[config.mk]
export PLATFORM = sky130hd
export DESIGN_NAME = multicycle_ctrl
export DESIGN_NICKNAME = d
export VERILOG_FILES = /design/src/rtl/multicycle_ctrl.sv
export SDC_FILE = /design/constraint.sdc
export NUM_CORES = 1
export LEC_CHECK = 0
export CAP_MARGIN = 20
export CORE_AREA = 2 2 75 77
export CTS_BUF_LIST = sky130_fd_sc_hd__clkbuf_4 sky130_fd_sc_hd__clkbuf_8 sky130_fd_sc_hd__clkbuf_16
export DETAILED_ROUTE_END_ITERATION = 10
export DIE_AREA = 0 0 77 79
export PLACE_DENSITY_LB_ADDON = 0.08
export SLEW_MARGIN = 15
export SYNTH_ARGS = -nofsm -noshare
export SYNTH_HDL_FRONTEND = slang
export SYNTH_SLANG_ARGS = --single-unit
[constraint.sdc]
create_clock -name clk -period 1.8 [get_ports clk]
set_clock_uncertainty 0.05 [all_clocks]
set_input_delay 0.18 -clock clk [delete_from_list [all_inputs] [get_ports clk]]
set_output_delay 0.18 -clock clk [all_outputs]
set_load 0.05 [all_outputs]
[src/rtl/multicycle_ctrl.sv]
// rtl/multicycle_ctrl.sv - multi-cycle control FSM with memory-handshake watchdog
//
// Purpose: sequences fetch/decode/execute/memory/write-back for the single-memory
// datapath and drives the immediate extender, register file, ALU mux, PC and memory
// strobes. A watchdog parks the core in FAULT when mem_ready never answers mem_req.
// Optional feature macro: MULTICYCLE_CTRL_PERF_EN (adds cyc_cnt / ret_cnt).
//
// Ports:
//   clk, rst          clock, synchronous active-high reset
//   instr[31:0]       memory read data, loaded into IR on fetch completion
//   mem_ready         memory access completes in a cycle with mem_req && mem_ready
//   mem_req, mem_we   memory request / store qualifier
//   addr_sel          0 = PC address, 1 = ALU result address
//   ir_we, pc_we      IR and PC write enables
//   pc_src            0 = PC+1, 1 = jump target
//   imm[25:0]         immediate field for ext_module
//   imm_ctrl[1:0]     00 zero-ext 13b, 01 sign-ext 13b, 10 ext 26b
//   alu_src           0 = register B, 1 = extended immediate
//   reg_we, wb_sel    register write enable, 0 = ALU / 1 = memory write-back data
//   halted, fault     sticky status until rst
//   cyc_cnt, ret_cnt  (perf build only) cycle and retired-instruction counters

module multicycle_ctrl #(
  parameter int TIMEOUT = 16,
  parameter int CNT_W   = 32
) (
  input  logic        clk,
  input  logic        rst,
  input  logic [31:0] instr,
  input  logic        mem_ready,
  output logic        mem_req,
  output logic        mem_we,
  output logic        addr_sel,
  output logic        ir_we,
  output logic        pc_we,
  output logic        pc_src,
  output logic [25:0] imm,
  output logic [1:0]  imm_ctrl,
  output logic        alu_src,
  output logic        reg_we,
  output logic        wb_sel,
  output logic        halted,
  output logic        fault
`ifdef MULTICYCLE_CTRL_PERF_EN
  ,
  output logic [CNT_W-1:0] cyc_cnt,
  output logic [CNT_W-1:0] ret_cnt
`endif
);

  localparam int WD_W = $clog2(TIMEOUT + 1);

  localparam logic [1:0] CLS_R   = 2'b00;
  localparam logic [1:0] CLS_I   = 2'b01;
  localparam logic [1:0] CLS_J   = 2'b10;
  localparam logic [1:0] CLS_MEM = 2'b11;

  typedef enum logic [2:0] {
    ST_FETCH, ST_DECODE, ST_EXEC, ST_MEM, ST_WB, ST_HALT, ST_FAULT
  } state_t;

  state_t          state, state_nxt;
  logic [31:0]     ir;
  logic [WD_W-1:0] wd_cnt;
  logic [1:0]      cls;
  logic            is_halt;
  logic            is_store;
  logic            wd_last;
  logic            retire;

  assign cls      = ir[31:30];
  assign is_halt  = (ir == 32'hFFFF_FFFF);
  assign is_store = ir[29];
  // This wait cycle would be the TIMEOUT-th unanswered one.
  assign wd_last  = (wd_cnt == WD_W'(TIMEOUT - 1));

  always_ff @(posedge clk) begin
    if (rst) begin
      state  <= ST_FETCH;
      ir     <= '0;
      wd_cnt <= '0;
    end else begin
      state <= state_nxt;
      if (ir_we) ir <= instr;
      // Any state change (entry to FETCH/MEM included) restarts the count.
      if (state_nxt != state)
        wd_cnt <= '0;
      else if (mem_req && !mem_ready)
        wd_cnt <= wd_cnt + 1'b1;
    end
  end

  always_comb begin
    state_nxt = state;
    mem_req   = 1'b0;
    mem_we    = 1'b0;
    addr_sel  = 1'b0;
    ir_we     = 1'b0;
    pc_we     = 1'b0;
    pc_src    = 1'b0;
    imm       = '0;
    imm_ctrl  = 2'b00;
    alu_src   = 1'b0;
    reg_we    = 1'b0;
    wb_sel    = 1'b0;
    halted    = 1'b0;
    fault     = 1'b0;
    retire    = 1'b0;

    case (state)
      ST_FETCH: begin
        mem_req = 1'b1;
        if (mem_ready) begin
          ir_we     = 1'b1;
          pc_we     = 1'b1;
          state_nxt = ST_DECODE;
        end else if (wd_last) begin
          state_nxt = ST_FAULT;
        end
      end
      ST_DECODE: state_nxt = is_halt ? ST_HALT : ST_EXEC;
      ST_EXEC: begin
        alu_src = (cls == CLS_I) || (cls == CLS_MEM);
        case (cls)
          CLS_J: begin
            pc_we     = 1'b1;
            pc_src    = 1'b1;
            retire    = 1'b1;
            state_nxt = ST_FETCH;
          end
          CLS_MEM: state_nxt = ST_MEM;
          default: state_nxt = ST_WB;
        endcase
      end
      ST_MEM: begin
        mem_req  = 1'b1;
        addr_sel = 1'b1;
        mem_we   = is_store;
        if (mem_ready) begin
          retire    = is_store;
          state_nxt = is_store ? ST_FETCH : ST_WB;
        end else if (wd_last) begin
          state_nxt = ST_FAULT;
        end
      end
      ST_WB: begin
        reg_we    = 1'b1;
        wb_sel    = (cls == CLS_MEM);
        retire    = 1'b1;
        state_nxt = ST_FETCH;
      end
      ST_HALT:  halted = 1'b1;
      ST_FAULT: fault  = 1'b1;
      default:  state_nxt = ST_FETCH;
    endcase

    // Immediate is held from DECODE until the next FETCH.
    if (state == ST_DECODE || state == ST_EXEC || state == ST_MEM || state == ST_WB) begin
      case (cls)
        CLS_I: begin
          imm      = {13'b0, ir[12:0]};
          imm_ctrl = is_store ? 2'b01 : 2'b00;
        end
        CLS_MEM: begin
          imm      = {13'b0, ir[12:0]};
          imm_ctrl = 2'b01;
        end
        CLS_J: begin
          imm      = ir[25:0];
          imm_ctrl = 2'b10;
        end
        default: begin
          imm      = '0;
          imm_ctrl = 2'b00;
        end
      endcase
    end

    // The state register only resets at the edge, so outputs are blanked
    // combinationally for the whole reset cycle; this also aborts any access.
    if (rst) begin
      mem_req  = 1'b0;
      mem_we   = 1'b0;
      addr_sel = 1'b0;
      ir_we    = 1'b0;
      pc_we    = 1'b0;
      pc_src   = 1'b0;
      imm      = '0;
      imm_ctrl = 2'b00;
      alu_src  = 1'b0;
      reg_we   = 1'b0;
      wb_sel   = 1'b0;
      halted   = 1'b0;
      fault    = 1'b0;
      retire   = 1'b0;
    end
  end

`ifdef MULTICYCLE_CTRL_PERF_EN
  always_ff @(posedge clk) begin
    if (rst) begin
      cyc_cnt <= '0;
      ret_cnt <= '0;
    end else begin
      if (state != ST_HALT && state != ST_FAULT) cyc_cnt <= cyc_cnt + 1'b1;
      if (retire) ret_cnt <= ret_cnt + 1'b1;
    end
  end
`else
  logic unused_retire;
  assign unused_retire = retire;
`endif

endmodule

==> results.tsv, run 1 <==
stage	metric	value	unit
outcome	status	finished, violations left	
outcome	violations	setup timing	
synth	netlist_area	2060	µm²
setup_path	worstSetupEndpointType	output pin	
synth	synth_seq_cells	40	
floorplan	io_pins	74	
layout	diodes	0	
setup_path	worst_path_max_delay_cell	or3_4	
floorplan	die_h	79	µm
setup_path	startpoint_type	flop	
setup_path	worstRegToRegCells	7	
route	wl_per_cell	13.5	µm
run	cap_violations	0	
power_and_ir_drop	cellLeakagePower	1.45	nW
clock_tree	clk_pin_slew	0.07	ns
placed_design	hpwl	4.10	mm
sta	worst_pin_slew	0.435	ns
layout	final_cells	439	
clock_tree	cts_buffer_depth	2	
floorplan	initial_core_util	0.386	
setup_path	worstPathMaxFanout	7	
sta	setup_violations	27	
synth	ys.warnings.count	0	
floorplan	rows	27	
power_and_ir_drop	ir_drop	0.000409	V
sta	relSlewSlack	0.707	
placed_design	dp_cells	424	
sta	max_freq	0.536	GHz
route	drt_pass1_iterations	4	
clock_tree	numClockSinks	40	
sta	report.final.hold_viol_count	0	
grt	grt_usage	0.204	
synth	synth_cells	276	
clock_tree	cts_tree	built	
sta	holdWs	0.381	ns
sta	maxSlewViolCount	0	
sta	rsz0062_at_grt	true	
floorplan	die-area	6080	µm²
grt	grt_overflow	0	
setup_path	required	1.57	ns
route	drcViolationCount	0	
floorplan	die_w	77	µm
setup_path	cp-startpoint	state[2]$_SDFF_PP0_	
synth	yosysSeqAreaShare	0.389	
route	vias_per_cell	4.94	
layout	area_growth_syn_to_layout	80.6	%
synth	syn_avg_cell_area	7.47	µm²
placed_design	port_buffers	73	
sta	fin_crit_sh	1.04	
route	vias	2170	
synth	ys_types	36	
setup_path	crit_cells	6	
synth	syn_nets	313	
route	ant_nets	0	
sta	fin_ws	-0.0641	ns
sta	final.min_clock_period	1.86	ns
setup_path	crit_end	imm[10]	
setup_path	r2r-start	wd_cnt[0]$_SDFFE_PP0P_	
setup_path	crit_family	simple AND/OR/NAND/NOR gates	
route	initialDrtViolationCount	59	
floorplan	coreArea	5340	µm²
layout	nets	403	
clock_tree	cts-buffers-inserted	5	
layout	nFillCells	446	
setup_path	r2r_end	wd_cnt[4]$_SDFFE_PP0P_	
power_and_ir_drop	power	0.00231	W
clock_tree	ctsRootBufferMaster	clkbuf_8	
setup_path	worstSetupPathType	reg -> out	
setup_path	rrSetupSlack	0.05	ns
setup_path	cp_slowest_stage_delay	0.40	ns
grt	grt_pass1_vias	2114	
setup_path	crit_buf_inv	2	
placed_design	gp_congestion	0.836	
setup_path	arrival	1.63	ns
grt	grt_max_degree	33	
grt	grt_pass1_wl	9.92	mm
layout	drive_above_1_share	0.376	
clock_tree	cts_hold_buf	0	
grt	antenna_found_initial	0	
route	drt_wl_total	5.92	mm
power_and_ir_drop	p_per_area	621	nW/µm²
setup_path	path_cells	or3_4, nand3_4, nor2_4, buf_6, and2_4, buf_12	
clock_tree	cts-htree-levels	2	
hold_path	hp-class	in -> reg	
clock_tree	insertion_delay	0.29	ns
synth_stat cells:
library cell	count	area [µm²]
a21o_1	1	7.51
nand2b_1	5	31.3
o32ai_1	1	8.76
a22oi_1	2	15.0
a31o_2	1	8.76
nor3_1	6	30.0
o21ai_2	1	8.76
nor4_1	4	25.0
ha_1	2	25.0
clkbuf_1	9	33.8
and4_1	1	8.76
a221oi_2	1	15.0
buf_2	6	30.0
inv_1	2	7.51
xnor2_1	4	35.0
nor2_1	13	48.8
and2_1	31	194
mux2i_1	1	10.0
nor2b_1	2	12.5
o21ai_0	5	25.0
nand2_1	74	278
a22o_1	1	8.76
or2b_1	1	7.51
and3_1	4	25.0
nor4b_4	1	23.8
or3_1	1	6.26
or2_2	1	6.26
a21oi_1	34	170
nand3_1	5	25.0
mux2_2	1	11.3
a21boi_0	1	7.51
and2b_1	1	7.51
buf_4	1	7.51
dfxtp_1	40	801
nand4_1	8	50.1
buf_6	4	45.0
flip-flops by register name, indices dropped and copies added (netlist names):
signal  cells
ir         32
wd_cnt      5
state       3
area by class of cell:
cell class / instances / area, µm² / share of cell area
Inverter: 2 / 7.51 / 0.00202
Sequential cell: 40 / 811 / 0.218
Timing Repair Buffer: 103 / 1340 / 0.360
Clock inverter: 2 / 35.0 / 0.00941
Multi-Input combinational cell: 214 / 1360 / 0.366
Clock buffer: 6 / 76.3 / 0.0205
Tap cell: 72 / 90.1 / 0.0242
stage by stage:
step	cell area (µm²)	setup TNS, ns	utilization	setup WS (ns)
after floorplan	2110	-0.270	-	-0.142
final	3720	-1.43	0.697	-0.0641
after CTS	3610	-1.85	0.677	-0.0745
after global routing	3720	-2.79	0.697	-0.107
after global placement	3320	-0.224	0.621	-0.0679
after detailed placement	3320	-0.390	0.621	-0.0983
cell families (layout without fill, tap and decap cells):
logic type | after synthesis | after routing | synth area share
flip-flops | 40 | 40 | 0.389
XOR/XNOR | 4 | 4 | 0.0170
adder cells (fa/ha/maj) | 2 | 2 | 0.0121
AND/OR/NAND/NOR | 158 | 158 | 0.378
AO/OA/AOI/OAI | 48 | 48 | 0.134
multiplexers | 2 | 2 | 0.0103
buffers and inverters | 22 | 113 | 0.0601
power breakdown:
| part | total [W] | switching (W) | internal, W |
|---|---|---|---|
| clock | 0.000725 | 0.000298 | 0.000426 |
| combinational | 0.000578 | 0.000297 | 0.000281 |
| sequential | 0.00101 | 0.0000581 | 0.000951 |
worst reg2reg max path, stage by stage (launching register included):
cell and delay [ns]:
dfxtp_2 0.34, ha_4 0.16, and3_4 0.18, ha_4 0.17, nor4b_4 0.22, o21ai_2 0.09, a221oi_4 0.29, and3_1 0.20
metal layers:
metal / wire length [µm] / global-route usage / share of wire
met5: 0 / 0 / 0
met4: 40 / 0.0500 / 0.0068
met3: 292 / 0.0489 / 0.049
met2: 3010 / 0.353 / 0.51
met1: 2580 / 0.258 / 0.43
repair_timing:
item                                    CTS  global route
endpoints found under the setup margin   39            41
pin swaps                                 4             8
setup buffers                             1             4
resized for setup                        56            17
cloned                                    2             0
cell usage in the layout (no fill, tap or decap), types with 2 or more instances in the layout:
master and count:
buf_12 36, nor2_2 4, and3_1 2, a21oi_1 34
dfxtp_1 34, dfxtp_2 5, nand3_1 4, buf_6 8
o21ai_0 4, nor2_4 2, and2_4 26, o21ai_2 2
and2_1 4, nor4_1 3, clkbuf_8 5, nor3_1 4
nand2_1 73, xnor2_1 3, nor2_1 7, buf_4 25
nand4_1 8, clkdlybuf4s50_1 34, and3_4 2, ha_4 2
nand2b_1 4
how the worst min path moves through the flow:
stage	startpoint	end	slack [ns]	depth (start not counted)
after global routing	instr[9]	ir[9]$_SDFFE_PP0P_	0.37	3
after detailed placement	ir[26]$_SDFFE_PP0P_	ir[26]$_SDFFE_PP0P_	0.40	2
final	instr[9]	ir[9]$_SDFFE_PP0P_	0.38	3
after global placement	ir[28]$_SDFFE_PP0P_	ir[28]$_SDFFE_PP0P_	0.40	2
after floorplan	instr[26]	ir[26]$_SDFFE_PP0P_	0.27	2
after CTS	instr[9]	ir[9]$_SDFFE_PP0P_	0.37	3
Note: power is estimated with default switching activity, not from simulation.
==> run 2, diff against run 1 <==
TNS_END_PERCENT = 20   (was unset)
==> run 2 against run 1 <==
Compared with the run above: the run still ends with setup timing left; critical path depth unchanged; sequential share of layout area increased by 0.50 points; cell count decreased by 0.91%; register-to-register slack got worse by 0.04 ns; global-route usage decreased by 0.21 points; via count decreased by 3.1%; first-iteration DRC count increased by 42%; total power decreased by 1.2%; die area unchanged; sequential power about the same; final area decreased by 2.6%; largest power group unchanged.
==> results.tsv, run 2 (synthesis gave the netlist of run 1 again) <==
stage	metric	value	unit	change
layout	largest-register	ir		unchanged
layout	drive_above_1_share	0.355		was 0.376
placed_design	dp_cells	424		unchanged
clock_tree	ctsRootBufferMaster	clkbuf_8		unchanged
setup_path	worstPathMaxFanout	7		unchanged
route	vias_per_cell	4.83		was 4.94
grt	grt_overflow	0		unchanged
outcome	status	finished, violations left		unchanged
setup_path	worstRegToRegCells	7		unchanged
grt	grt_pass1_wl	9.89	mm	was 9.92 mm
route	initialDrtViolationCount	84		was 59
route	drt_pass1_iterations	4		unchanged
power_and_ir_drop	p_per_area	630	nW/µm²	was 621 nW/µm²
clock_tree	cts_buffer_depth	2		unchanged
sta	fin_ws	-0.0717	ns	was -0.0641 ns
layout	diodes	0		unchanged
sta	worst_pin_slew	0.445	ns	was 0.435 ns
sta	relSlewSlack	0.701		was 0.707
clock_tree	insertion_delay	0.29	ns	about the same
floorplan	coreArea	5340	µm²	unchanged
power_and_ir_drop	power.internal	0.00164	W	was 0.00166 W
setup_path	r2r_end	wd_cnt[4]$_SDFFE_PP0P_		unchanged
setup_path	rrSetupSlack	0.01	ns	was 0.05 ns
layout	nFillCells	465		was 446
layout	nets	399		was 403
layout	reg_top3	ir: 32 flops, wd_cnt: 5 flops, state: 3 flops		unchanged
sta	holdWs	0.376	ns	was 0.381 ns
setup_path	worstSetupEndpointType	output pin		unchanged
setup_path	arrival	1.64	ns	was 1.63 ns
hold_path	min_to	ir[2]$_SDFFE_PP0P_		was ir[9]$_SDFFE_PP0P_
grt	grt_usage	0.202		was 0.204
layout	final_common_cell	nand2_1		unchanged
floorplan	rows	27		unchanged
clock_tree	cts_tree	built		unchanged
setup_path	worstSetupPathType	reg -> out		unchanged
hold_path	min-delay-start	instr[2]		was instr[9]
hold_path	min_delay_path_depth	3		unchanged
power_and_ir_drop	combPwrFrac	0.239		was 0.250
run	cap_violations	0		unchanged
layout	largest_reg_flops	32		unchanged
route	vias	2103		was 2170
sta	fin_crit_sh	1.04		about the same
floorplan	die-area	6080	µm²	unchanged
clock_tree	clk_pin_slew	0.08	ns	was 0.07 ns
power_and_ir_drop	switchingPower	0.000646	W	was 0.000653 W
sta	report.final.hold_viol_count	0		unchanged
sta	max_freq	0.534	GHz	was 0.536 GHz
clock_tree	cts-htree-levels	2		unchanged
layout	final_cells	435		was 439
clock_tree	cts-buffers-inserted	5		unchanged
route	wl_per_cell	13.3	µm	was 13.5 µm
grt	grt_pass1_vias	2094		was 2114
setup_path	r2r-start	wd_cnt[1]$_SDFFE_PP0P_		was wd_cnt[0]$_SDFFE_PP0P_
grt	antenna_found_initial	0		unchanged
power_and_ir_drop	cellLeakagePower	1.42	nW	was 1.45 nW
power_and_ir_drop	ir_drop	0.000465	V	was 0.000409 V
floorplan	initial_core_util	0.386		unchanged
setup_path	startpoint_type	flop		unchanged
placed_design	gp_congestion	0.775		was 0.836
placed_design	hpwl	4.03	mm	was 4.10 mm
floorplan	io_pins	74		unchanged
sta	fin_setup_tns	-1.69	ns	was -1.43 ns
floorplan	die_w	77	µm	unchanged
layout	layout_common_cells	74 x nand2_1, 34 x a21oi_1, 34 x clkdlybuf4s50_1, 34 x dfxtp_1, 34 x buf_12		was 73 x nand2_1, 36 x buf_12, 34 x a21oi_1, 34 x clkdlybuf4s50_1, 34 x dfxtp_1
power_and_ir_drop	seq_power_share	0.440		was 0.437
route	ant_nets	0		unchanged
sta	maxSlewViolCount	0		unchanged
route	drt_wl_total	5.77	mm	was 5.92 mm
hold_path	hp-class	in -> reg		unchanged
sta	rsz0062_at_grt	true		unchanged
grt	grt_max_degree	33		unchanged
outcome	violations	setup timing		unchanged
clock_tree	numClockSinks	40		unchanged
power_and_ir_drop	clkPwrFrac	0.321		was 0.313
sta	setup_violations	27		unchanged
sta	final.min_clock_period	1.87	ns	was 1.86 ns
power_and_ir_drop	p_sw_frac	0.283		about the same
floorplan	die_h	79	µm	unchanged
layout	area_growth_syn_to_layout	76.0	%	was 80.6%
placed_design	port_buffers	73		unchanged
setup_path	required	1.57	ns	about the same
route	drcViolationCount	0		unchanged
==> run 2: changes by cell type in the layout (fill, tap and decap cells not counted), sizes merged <==
cell / delta
buf: -4
==> run 2: timing repair <==
| item | in CTS | in global routing |
|---|---|---|
| setup buffers | 1 | 0 |
| pin swaps | 1 | 5 |
| hold buffers | 0 | 0 |
| setup endpoints to repair | 35 | 38 |
| gates resized for setup | 51 | 9 |
| cloned | 2 | 0 |
==> run 2: stage by stage <==
step / util / instance area, µm² / power, W / worst slack (ns)
2_1_floorplan: - / 2100 / 0.00132 / -0.142
3_3_place_gp: 0.619 / 3300 / 0.00152 / -0.0705
3_5_place_dp: 0.619 / 3300 / 0.00152 / -0.0873
4_1_cts: 0.672 / 3590 / 0.00230 / -0.0829
5_1_grt: 0.679 / 3630 / 0.00241 / -0.134
6_report: 0.679 / 3630 / 0.00228 / -0.0717
==> run 2: critical path: stages, from the launching register on <==
cell and delay, ns:
dfxtp_2 0.35, or3_4 0.38, nand3_4 0.12, nor2_4 0.06, buf_6 0.14, and2_4 0.16
buf_12 0.14
==> run 2: power groups by stage <==
stage / registers (W) / clock network, W / logic, W
final: 0.00100 / 0.000732 / 0.000546
after global routing: 0.00102 / 0.000796 / 0.000597
after CTS: 0.00100 / 0.000757 / 0.000539
after detailed placement: 0.00102 / 0 / 0.000503
after global placement: 0.00102 / 0 / 0.000501
after floorplan: 0.00100 / 0 / 0.000316
==> run 2: worst max-delay path by stage <==
| stage | from | end | slack, ns | cells after the start |
|---|---|---|---|---|
| global route | state[2]$_SDFF_PP0_ | imm[17] | -0.13 | 7 |
| finish | state[0]$_SDFF_PP0_ | imm[16] | -0.07 | 6 |
| detailed placement | wd_cnt[0]$_SDFFE_PP0P_ | wd_cnt[4]$_SDFFE_PP0P_ | -0.09 | 7 |
| floorplan | state[1]$_SDFF_PP0_ | pc_we | -0.14 | 5 |
| global placement | wd_cnt[0]$_SDFFE_PP0P_ | wd_cnt[4]$_SDFFE_PP0P_ | -0.07 | 7 |
| CTS | state[0]$_SDFF_PP0_ | imm[16] | -0.08 | 6 |
==> run 2: final cells by class <==
type,instances,area (µm²),area share
Clock buffer,6,76.3,0.0210
Inverter,2,7.51,0.00207
Clock inverter,2,35.0,0.00966
Multi-Input combinational cell,214,1330,0.367
Sequential cell,40,808,0.223
Tap cell,72,90.1,0.0248
Timing Repair Buffer,99,1280,0.352
==> run 2: metal layers <==
layer  share of wire  vias up  global-route usage  routed length, µm
li1                -     1087                   -                  -
met2            0.50       45               0.343               2870
met5               0        -                   0                  0
met1            0.44      964               0.252               2550
met4           0.010        0              0.0571                 59
met3           0.049        7              0.0557                285
==> run 3, diff against run 2 <==
HOLD_SLACK_MARGIN = 0.03   (was unset)
SETUP_SLACK_MARGIN = 0.05   (was unset)
==> run 3 against run 2 <==
Compared with the run above: the run still ends with setup timing left; non-clock buffer count shrank 2; hold slack lost 0.0051 ns; sequential share of layout area shrank 0.050 points; critical path type unchanged.
==> results.tsv, run 3 (synthesis gave the netlist of run 1 again) <==
stage	metric	value	unit	change
outcome	status	finished, violations left		unchanged
outcome	violations	setup timing		unchanged
sta	fin_crit_sh	1.04		about the same
layout	largest_reg_flops	32		unchanged
floorplan	initial_core_util	0.386		unchanged
route	initialDrtViolationCount	98		was 84
setup_path	worstSetupEndpointType	output pin		unchanged
placed_design	gp_congestion	0.821		was 0.775
route	ant_nets	0		unchanged
clock_tree	cts_hold_buf	0		unchanged
setup_path	worstPathMaxFanout	6		was 7
layout	final_common_cell	nand2_1		unchanged
floorplan	io_pins	74		unchanged
clock_tree	insertion_delay	0.30	ns	was 0.29 ns
sta	setup_violations	27		unchanged
route	drt_pass1_iterations	4		unchanged
power_and_ir_drop	seq_power_share	0.437		was 0.440
layout	diodes	0		unchanged
grt	grt_max_degree	33		unchanged
clock_tree	cts-htree-levels	2		unchanged
layout	nFillCells	457		was 465
route	m1WireLength	2.61	mm	was 2.55 mm
clock_tree	cts_buffer_depth	2		unchanged
setup_path	startpoint_type	flop		unchanged
placed_design	port_buffers	73		unchanged
setup_path	arrival	1.64	ns	about the same
clock_tree	ctsRootBufferMaster	clkbuf_8		unchanged
placed_design	hpwl	4.01	mm	was 4.03 mm
sta	max_freq	0.533	GHz	was 0.534 GHz
sta	fin_ws	-0.0749	ns	was -0.0717 ns
route	wl_per_cell	13.3	µm	about the same
sta	fin_setup_tns	-1.53	ns	was -1.69 ns
grt	grt_overflow	0		unchanged
power_and_ir_drop	p_per_area	631	nW/µm²	was 630 nW/µm²
sta	maxSlewViolCount	0		unchanged
route	drt_wl_total	5.76	mm	was 5.77 mm
floorplan	coreArea	5340	µm²	unchanged
power_and_ir_drop	ir_drop	0.000394	V	was 0.000465 V
layout	drive_above_1_share	0.363		was 0.355
setup_path	worstSetupPathType	reg -> out		unchanged
power_and_ir_drop	switchingPower	0.000676	W	was 0.000646 W
sta	worst_pin_slew	0.437	ns	was 0.445 ns
hold_path	hp-class	in -> reg		unchanged
floorplan	die_w	77	µm	unchanged
route	wl_met2	2.75	mm	was 2.87 mm
power_and_ir_drop	cellLeakagePower	1.41	nW	was 1.42 nW
clock_tree	cts_tree	built		unchanged
layout	final_cells	433		was 435
clock_tree	cts-buffers-inserted	5		unchanged
sta	holdWs	0.370	ns	was 0.376 ns
run	cap_violations	0		unchanged
route	vias_per_cell	4.87		was 4.83
layout	largest-register	ir		unchanged
clock_tree	numClockSinks	40		unchanged
sta	rsz0062_at_grt	true		unchanged
grt	antenna_found_initial	0		unchanged
grt	grt_pass1_vias	2135		was 2094
power_and_ir_drop	power.internal	0.00163	W	was 0.00164 W
floorplan	die-area	6080	µm²	unchanged
power_and_ir_drop	p_sw_frac	0.292		was 0.283
clock_tree	clk_pin_slew	0.09	ns	was 0.08 ns
floorplan	rows	27		unchanged
route	highest_layer	met4		unchanged
layout	area_growth_syn_to_layout	77.7	%	was 76.0%
layout	layout_common_cells	73 x nand2_1, 35 x buf_12, 34 x a21oi_1, 34 x clkdlybuf4s50_1, 33 x dfxtp_1		was 74 x nand2_1, 34 x a21oi_1, 34 x clkdlybuf4s50_1, 34 x dfxtp_1, 34 x buf_12
route	drcViolationCount	0		unchanged
placed_design	dp_cells	421		was 424
route	vias	2107		was 2103
floorplan	die_h	79	µm	unchanged
grt	grt_usage	0.203		was 0.202
power_and_ir_drop	clkPwrFrac	0.323		was 0.321
power_and_ir_drop	combPwrFrac	0.239		about the same
setup_path	required	1.57	ns	about the same
layout	reg_top3	ir: 32 flops, wd_cnt: 5 flops, state: 3 flops		unchanged
route	dr_wl_met3	327	µm	was 285 µm
sta	final.min_clock_period	1.87	ns	about the same
grt	grt_pass1_wl	10.0	mm	was 9.89 mm
sta	relSlewSlack	0.706		was 0.701
sta	report.final.hold_viol_count	0		unchanged
layout	nets	397		was 399
## run 3: metrics by stage
stage                     area (µm²)  total power (W)  worst slack, ns   util
after global placement          3290          0.00151          -0.0740  0.616
after detailed placement        3290          0.00152           -0.126  0.616
after floorplan                 2100          0.00132           -0.142      -
after CTS                       3600          0.00232          -0.0726  0.675
after global routing            3660          0.00243           -0.121  0.686
final                           3660          0.00231          -0.0749  0.686
## run 3: power groups by stage
stage / Clock (W) / Combinational, W / Sequential [W]
2_1_floorplan: 0 / 0.000317 / 0.00100
3_3_place_gp: 0 / 0.000494 / 0.00102
3_5_place_dp: 0 / 0.000500 / 0.00102
4_1_cts: 0.000764 / 0.000546 / 0.00101
5_1_grt: 0.000799 / 0.000607 / 0.00102
6_report: 0.000747 / 0.000553 / 0.00101
## run 3: metal layers
layer / track usage / up-vias
met3: 0.0545 / 8
li1: - / 1085
met1: 0.257 / 958
met5: 0 / -
met2: 0.345 / 56
met4: 0.0536 / 0
## run 3: worst paths after layout
| kind | depth (start not counted) | slack [ns] | startpoint | endpoint |
|---|---|---|---|---|
| worst min-delay path | 3 | 0.37 | instr[1] | ir[1]$_SDFFE_PP0P_ |
| worst min register to register | 2 | 0.41 | ir[28]$_SDFFE_PP0P_ | ir[28]$_SDFFE_PP0P_ |
| worst max-delay path | 6 | -0.07 | state[2]$_SDFF_PP0_ | imm[23] |
| worst max register to register | 7 | 0.05 | wd_cnt[0]$_SDFFE_PP0P_ | wd_cnt[4]$_SDFFE_PP0P_ |
## run 3: layout make-up
| type | instances | area [µm²] | share of cell area |
|---|---|---|---|
| Timing Repair Buffer | 97 | 1290 | 0.352 |
| Inverter | 2 | 7.51 | 0.00205 |
| Clock buffer | 5 | 68.8 | 0.0188 |
| Tap cell | 72 | 90.1 | 0.0246 |
| Multi-Input combinational cell | 214 | 1350 | 0.368 |
| Clock inverter | 3 | 46.3 | 0.0126 |
| Sequential cell | 40 | 815 | 0.222 |
## run 3: what timing repair did
item / 4_1_cts / 5_1_grt
gates cloned: 2 / 0
endpoints found under the hold margin: 0 / 0
gates resized for setup: 54 / 18
buffers inserted: 2 / 0
pin swaps: 12 / 8
setup endpoints to repair: 41 / 42
## run 3: worst max-delay path: stages (launching register included)
cell	delay, ns
dfxtp_2	0.34
or3_4	0.39
nand3_4	0.12
nor2_4	0.07
buf_6	0.13
and2_4	0.16
buf_12	0.14
